[src/rtl/goto_rep_gen.sv]
// Responder for "a |-> b[->num]": per accepted trigger, emits num b pulses each preceded by gap idle cycles.
// Optional completed-sequence counter on seq_cnt enabled by defining GOTO_REP_GEN_STATS_EN.
module goto_rep_gen #(
    parameter int unsigned CNT_W = 4,
    parameter int unsigned GAP_W = 4
) (
    input  logic             clk,
    input  logic             rst,
    input  logic             a,
    input  logic [CNT_W-1:0] num,
    input  logic [GAP_W-1:0] gap,
    output logic             b,
    output logic             busy,
    output logic             done,
    output logic [15:0]      seq_cnt
);
    localparam int unsigned SEQ_W = 16;

    // PULSE is the cycle in which b is high; GAP counts down the b-low cycles before it
    typedef enum logic [1:0] {IDLE, GAP, PULSE} state_t;

    state_t           state_q, state_d;
    logic [CNT_W-1:0] num_q, num_d;
    logic [GAP_W-1:0] gap_q, gap_d;
    logic [GAP_W-1:0] gcnt_q, gcnt_d;
    logic [CNT_W-1:0] pcnt_q, pcnt_d;
    logic             done_d;

    always_comb begin
        state_d = state_q;
        num_d   = num_q;
        gap_d   = gap_q;
        gcnt_d  = gcnt_q;
        pcnt_d  = pcnt_q;
        done_d  = 1'b0;
        case (state_q)
            IDLE: begin
                if (a) begin
                    num_d  = num;
                    gap_d  = gap;
                    gcnt_d = gap;
                    pcnt_d = '0;
                    if (num == '0) begin
                        done_d = 1'b1;
                    end else if (gap == '0) begin
                        state_d = PULSE;
                        pcnt_d  = CNT_W'(1);
                        done_d  = (num == CNT_W'(1));
                    end else begin
                        state_d = GAP;
                    end
                end
            end
            GAP: begin
                if (gcnt_q == GAP_W'(1)) begin
                    state_d = PULSE;
                    pcnt_d  = pcnt_q + CNT_W'(1);
                    done_d  = (pcnt_d == num_q);
                end else begin
                    gcnt_d = gcnt_q - GAP_W'(1);
                end
            end
            PULSE: begin
                // a is not looked at here, so a trigger during the final pulse is dropped
                if (pcnt_q == num_q) begin
                    state_d = IDLE;
                end else if (gap_q == '0) begin
                    pcnt_d = pcnt_q + CNT_W'(1);
                    done_d = (pcnt_d == num_q);
                end else begin
                    state_d = GAP;
                    gcnt_d  = gap_q;
                end
            end
            default: state_d = IDLE;
        endcase
    end

    always_ff @(posedge clk) begin
        if (rst) begin
            state_q <= IDLE;
            num_q   <= '0;
            gap_q   <= '0;
            gcnt_q  <= '0;
            pcnt_q  <= '0;
            b       <= 1'b0;
            busy    <= 1'b0;
            done    <= 1'b0;
        end else begin
            state_q <= state_d;
            num_q   <= num_d;
            gap_q   <= gap_d;
            gcnt_q  <= gcnt_d;
            pcnt_q  <= pcnt_d;
            b       <= (state_d == PULSE);
            busy    <= (state_d != IDLE);
            done    <= done_d;
        end
    end

`ifdef GOTO_REP_GEN_STATS_EN
    logic [SEQ_W-1:0] seq_q;

    always_ff @(posedge clk) begin
        if (rst) begin
            seq_q <= '0;
        end else if (done_d) begin
            seq_q <= seq_q + SEQ_W'(1);
        end
    end

    assign seq_cnt = seq_q;
`else
    assign seq_cnt = SEQ_W'(0);
`endif

endmodule

[config.mk]
export PLATFORM = sky130hd
export DESIGN_NAME = goto_rep_gen
export DESIGN_NICKNAME = d
export VERILOG_FILES = /design/src/rtl/goto_rep_gen.sv
export SDC_FILE = /design/constraint.sdc
export NUM_CORES = 1
export LEC_CHECK = 0
export CORE_MARGIN = 10
export CORE_UTILIZATION = 40
export CTS_BUF_LIST = sky130_fd_sc_hd__clkbuf_16
export CTS_CLUSTER_SIZE = 16
export DETAILED_ROUTE_END_ITERATION = 12
export HOLD_SLACK_MARGIN = 0.12
export PLACE_DENSITY = 0.66
export SETUP_SLACK_MARGIN = 0.3
export SYNTH_ARGS = -nofsm -noshare
export SYNTH_HDL_FRONTEND = slang
export SYNTH_SLANG_ARGS = --single-unit
[constraint.sdc]
create_clock -name clk -period 2.35 [get_ports clk]
set_input_delay 0.235 -clock clk [delete_from_list [all_inputs] [get_ports clk]]
set_output_delay 0.235 -clock clk [all_outputs]
set_load 0.02 [all_outputs]
==> impl_metrics.py, run 1 <==
metrics = {
    "clock_tree": {
        "cts_buffers": 3,
        "cts_sinks": 21,
        "holdBufCountCts": 0,
        "root_buffer": "clkbuf_16",
        "cts.clk_slew.worst_paths_ns": 0.06,
        "cts_tree": "yes",
        "post_cts_buffers": 0,
        "htree_num_levels": 1,
        "clock_path_buffers": 2,
        "worstSkewPairLatency_ns": 0.25,
    },
    "timing": {
        "fin_worst_skew_ns": 0.0008865,
        "setup_viol": 0,
        "drv_slew": 0,
        "tns_ns": 0,
        "min_period_ns": 1.897,
        "fin_crit_sh": 0.8070,
        "hold_viol_final": 0,
        "fmax_mhz": 527.3,
        "slew-limit-headroom": 0.6171,
        "rsz0062_at_grt": "false",
        "tightestPinTransition_ns": 0.5726,
        "whs_ns": 0.4753,
    },
    "floorplanning": {
        "die_h_um": 79.69,
        "fp.dieW_um": 79.69,
        "core_sq_mm": 0.003390,
        "dieArea_sq_mm": 0.006351,
        "initial_utilization": 0.4205,
        "pin_count": 30,
        "rows": 21,
    },
    "worst_hold_path": {
        "worstHoldStart": "gcnt_q[1]",
        "worstHoldPathCells": 2,
        "whs_endpoint": "gcnt_q[1]",
        "hold_class": "flop to flop",
    },
    "grt": {
        "grt_pass1_wl_mm": 5.126,
        "grt_pass1_vias": 1134,
        "overflow": 0,
        "grtUsageTotal": 0.09915,
        "grt_max_degree": 16,
        "antenna_found_initial": 0,
    },
    "place": {
        "io_buffers": 13,
        "gp_congestion": 0.8311,
        "place_hpwl_mm": 2.463,
        "dp_cells": 221,
    },
    "worst_setup_path": {
        "r2r_start": "state_q[1]",
        "path_cells": "inv_1 > ha_1 > and4bb_2 > a211o_1 > a211o_1 > a21oi_2",
        "cp.required_ns": 2.55,
        "worstPathArrival_ns": 2.09,
        "worst-r2r-setup-slack_ns": 0.45,
        "r2r_cells": 6,
        "r2r-end": "gcnt_q[2]",
        "crit_path_max_fanout": 8,
        "path_common_cell": "a211o_1",
        "cp_slowest_cell": "dfxtp_1",
        "cp-start-kind": "flop",
        "crit_type": "flop to flop",
        "slowest_delay_ns": 0.45,
        "crit_path_end_kind": "flop",
    },
    "logic_synthesis": {
        "synth_mux_area_frac": 0.02107,
        "yosysWarnings": 0,
        "synth-simple-area-share": 0.1738,
        "synthAdderAreaFrac": 0.07024,
        "synth_xor_area_frac": 0.06585,
        "synth_edf_count": 0,
        "synth_top_family_by_area": "compound AO/OA/AOI/OAI gates",
        "postSynthAreaPerCell_sq_um": 8.585,
        "synth_cells": 166,
        "synth_seq_cells": 21,
        "synth.distinct_cells": 44,
        "ys_seq_area_frac": 0.2950,
        "ys.flop_type": "dfxtp_1",
        "synth_compound_area_frac": 0.2476,
        "syn_area_sq_mm": 0.001425,
        "async_flop_share": 0,
    },
    "detailed_routing": {
        "drt_pass1_iterations": 4,
        "final_antenna_net_count": 0,
        "wirelength_mm": 3.104,
        "wl_per_cell_um": 13.80,
        "routed_via_density": 5.164,
        "drtIter0Drc": 73,
        "drc": 0,
        "vias": 1162,
    },
    "final_layout": {
        "mostFrequentLayoutCell": "nand2_1",
        "area_growth_pct": 13.96,
        "finalNonFillerCells": 225,
        "final_nets": 199,
        "fin_util": 0.4791,
        "diodes": 0,
        "layout_common_cells": "24 x nand2_1, 21 x dfxtp_1, 16 x conb_1",
        "drive_gt1_frac": 0.09497,
        "nFillCells": 347,
    },
    "run_status": {
        "status": "finished clean",
    },
    "power_and_ir_drop": {
        "vdd_drop_max_mv": 0.2273,
        "p_leak_nw": 0.6647,
        "power_density_mw_per_mm2": 653.0,
    },
    "run": {
        "timing.max_cap.violations": 0,
    },
}
-- repair_timing --
| action | CTS | global route |
|---|---|---|
| gates resized for setup | 0 | 0 |
| setup endpoints to repair | 0 | 1 |
| hold endpoints to repair | 0 | 0 |
-- layout make-up --
class	instances	area, sq um	share of cell area
clock buffers	3	75.07	0.04622
clock inverters	1	3.754	0.002311
inverters	10	37.54	0.02311
multi-input cells	129	884.6	0.5447
flip-flops and latches	21	420.4	0.2589
well taps	46	57.56	0.03544
repair buffers	15	145.1	0.08937
-- Yosys cell counts (2+ instances only) --
library cell  count  area, sq um
nor4_1            3        18.77
a211o_1           6        52.55
a22oi_1           4        30.03
buf_4            16        120.1
inv_1            10        37.54
o21ai_0           2        10.01
and2_1            4        25.02
ha_1              8        100.1
xor2_1            4        35.03
nand2_1          24        90.09
xnor2_1           3        26.28
clkbuf_1          4        15.01
a21boi_1          2        15.01
dfxtp_1          21        420.4
a21oi_1          10        50.05
nor2_1           10        37.54
xor2_2            2        32.53
mux2i_1           3        30.03
o41ai_2           3        48.80
a21oi_2           3        26.28
-- logic make-up (layout without fill, tap and decap cells) --
| logic type | Yosys count | count (layout) |
|---|---|---|
| AO/OA/AOI/OAI | 43 | 43 |
| XOR/XNOR | 9 | 9 |
| adder cells (fa/ha/maj) | 8 | 8 |
| buffers and inverters | 31 | 29 |
| flip-flops | 21 | 21 |
| multiplexers | 3 | 3 |
| other | 1 | 16 |
| AND/OR/NAND/NOR | 50 | 50 |
-- critical path: cells and delay by family (launching register included) --
kind                       cells  cell delay, ns
AOI/OAI and AO/OA              3            0.73
buffers and inverters          1            0.10
DFF                            1            0.45
and+or+nand+nor                1            0.29
adders and majority gates      1            0.27
-- stage by stage --
stage | power, mW | setup slack [ns] | cell area [sq um]
floorplan | 0.6556 | 0.6679 | 1481
global placement | 0.7026 | 0.3727 | 1545
detailed placement | 0.7091 | 0.2899 | 1545
CTS | 1.070 | 0.3900 | 1624
global route | 1.118 | 0.3085 | 1624
finish | 1.060 | 0.4535 | 1624
-- flip-flops by register name, indices dropped and copies added, names as in the netlist --
name and count:
gap_q 4, gcnt_q 4, num_q 4, pcnt_q 4
state_q 2, b 1, busy 1, done 1
-- per-layer routing --
metal	track usage	wire [um]
met3	0.03041	243
met5	0	0
met4	0.04839	65
met2	0.1610	1410
met1	0.1152	1384
-- where the power goes --
part | internal [mW] | total (mW) | switching [mW]
clock network | 0.227 | 0.357 | 0.130
registers | 0.385 | 0.416 | 0.0318
logic | 0.119 | 0.287 | 0.168
total | 0.730 | 1.06 | 0.330
-- worst max-delay path by stage --
stage               startpoint   endpoint  slack (ns)
floorplan           state_q[1]  gcnt_q[2]        0.67
global placement        num[3]          b        0.37
detailed placement      num[3]          b        0.29
CTS                 state_q[1]  pcnt_q[0]        0.39
global route        state_q[1]          b        0.31
finish              state_q[1]  gcnt_q[2]        0.45
Power figures use the tool's default switching activity.
==> inputs of run 2 (changes only) <==
Clock period 2.35 ns to 1.9 ns, I/O delays scaled along.
==> run 2 against run 1 <==
Critical path depth down 1. Wire length up 21%. Sequential power up 24%. Sequential share of layout area down 2.8 points. Count of clock-buffer cells in the layout unchanged. Maximum frequency up 13%. Clock power up 26%. Flip-flop and latch count unchanged. First-iteration DRC count down 18%. Die area unchanged. Clock skew up 0.0028 ns. Largest power group unchanged. Highest routed layer unchanged.
==> impl_metrics.py, run 2 (same netlist as run 1, synthesis figures left out) <==
metrics = {
    "detailed_routing": {
        "drc": 0,
        "routed_via_density": 5.158,
        "drt_pass1_iterations": 4,
        "wirelength_mm": 3.746,
        "wl_per_cell_um": 15.17,
        "vias": 1274,
        "final_antenna_net_count": 0,
        "drtIter0Drc": 60,
    },
    "power_and_ir_drop": {
        "vdd_drop_max_mv": 0.5042,
        "power_density_mw_per_mm2": 747.2,
        "p_leak_nw": 0.8079,
    },
    "floorplanning": {
        "dieArea_sq_mm": 0.006351,
        "initial_utilization": 0.4205,
        "core_sq_mm": 0.003390,
        "die_h_um": 79.69,
        "rows": 21,
        "pin_count": 30,
        "fp.dieW_um": 79.69,
    },
    "timing": {
        "fmax_mhz": 598.3,
        "setup_viol": 0,
        "hold_viol_final": 0,
        "drv_slew": 0,
        "min_period_ns": 1.671,
        "rsz0062_at_grt": "true",
        "fin_worst_skew_ns": 0.003736,
        "fin_crit_sh": 0.8797,
        "whs_ns": 0.4624,
    },
    "worst_setup_path": {
        "worstPathArrival_ns": 1.82,
        "crit_path_end_kind": "flop",
        "cp-start-kind": "flop",
        "crit_path_max_fanout": 3,
        "crit_type": "flop to flop",
        "cp.required_ns": 2.05,
    },
    "place": {
        "placed_cell_area_sq_mm": 0.001629,
        "gp_congestion": 0.8352,
        "place_hpwl_mm": 2.645,
        "io_buffers": 13,
    },
    "final_layout": {
        "diodes": 0,
        "final_nets": 221,
        "final_area_sq_mm": 0.001966,
        "nFillCells": 297,
        "drive_gt1_frac": 0.3483,
        "seqCellArea_sq_um": 452.9,
        "area_growth_pct": 37.93,
        "mostFrequentLayoutCell": "nand2_1",
        "layout_common_cells": "23 x nand2_1, 21 x buf_4, 16 x conb_1",
        "multi_input_area_sq_mm": 0.001016,
    },
    "clock_tree": {
        "cts_buffers": 3,
        "clock_path_buffers": 2,
        "cts.clk_slew.worst_paths_ns": 0.06,
        "worstSkewPairLatency_ns": 0.26,
        "cts_tree": "yes",
        "cts_sinks": 21,
        "htree_num_levels": 1,
        "root_buffer": "clkbuf_16",
    },
    "grt": {
        "grt_pass1_vias": 1354,
        "grtUsageTotal": 0.1220,
        "grt_pass1_wl_mm": 6.348,
        "antenna_found_initial": 0,
        "grt_max_degree": 15,
        "overflow": 0,
    },
    "worst_hold_path": {
        "hold_class": "flop to flop",
    },
    "run_status": {
        "status": "finished clean",
    },
    "run": {
        "timing.max_cap.violations": 0,
    },
}
## run 2: cell types whose count changed in the layout (fill, tap and decap cells not counted), moves of 6 or more
cell     before  now
dfxtp_1      21    7
dfxtp_2       0    8
buf_4         2   21
dfxtp_4       0    6
## run 2: path summary, 6_finish.rpt
kind / from / endpoint / cells after the start / slack, ns
min: gcnt_q[1] / gcnt_q[1] / 2 / 0.46
min reg2reg: gcnt_q[1] / gcnt_q[1] / 2 / 0.46
max: gap_q[1] / busy / 5 / 0.23
max reg2reg: gap_q[1] / busy / 5 / 0.23
## run 2: power breakdown
part           total [mW]  switching [mW]  internal [mW]
combinational       0.504           0.260          0.244
sequential          0.515          0.0397          0.475
clock               0.450           0.169          0.281
total                1.47           0.469           1.00
## run 2: metrics by stage
stage | TNS [ns] | std cells | utilization | total power, mW | setup slack [ns]
detailed placement | -0.02324 | 229 | 0.4806 | 0.9057 | -0.02324
finish | 0 | 247 | 0.5799 | 1.469 | 0.2285
CTS | 0 | 246 | 0.5681 | 1.443 | 0.2434
global route | 0 | 247 | 0.5799 | 1.537 | 0.1271
global placement | 0 | 229 | 0.4806 | 0.8939 | 0.01212
floorplan | 0 | 181 | - | 0.8150 | 0.3045
## run 2: cell type report
type                       count  share of cell area
multi-input combinational    129              0.5169
sequential                    21              0.2304
timing repair buffer          37              0.1630
clock buffer                   3             0.03819
tap                           46             0.02928
inverter                      10             0.02037
clock inverter                 1            0.001910
## run 2: metal layers
metal / track usage / wire length (um) / vias up
met5: 0 / 0 / -
met4: 0.04839 / 84 / 0
met3: 0.02815 / 257 / 11
met2: 0.2112 / 1909 / 42
met1: 0.1407 / 1494 / 608
li1: - / - / 613
## run 2: repair_timing
item,in CTS,in global routing
gates resized for setup,32,8
pin swaps,15,4
buffers inserted,13,1
cloned,0,0
setup endpoints to repair,11,11
hold buffers,0,0
## run 2: critical path: stages (launching register included)
cell	delay [ns]
dfxtp_4	0.36
or4_4	0.53
o21ai_1	0.13
nor2_1	0.05
a221o_1	0.32
o21a_1	0.18
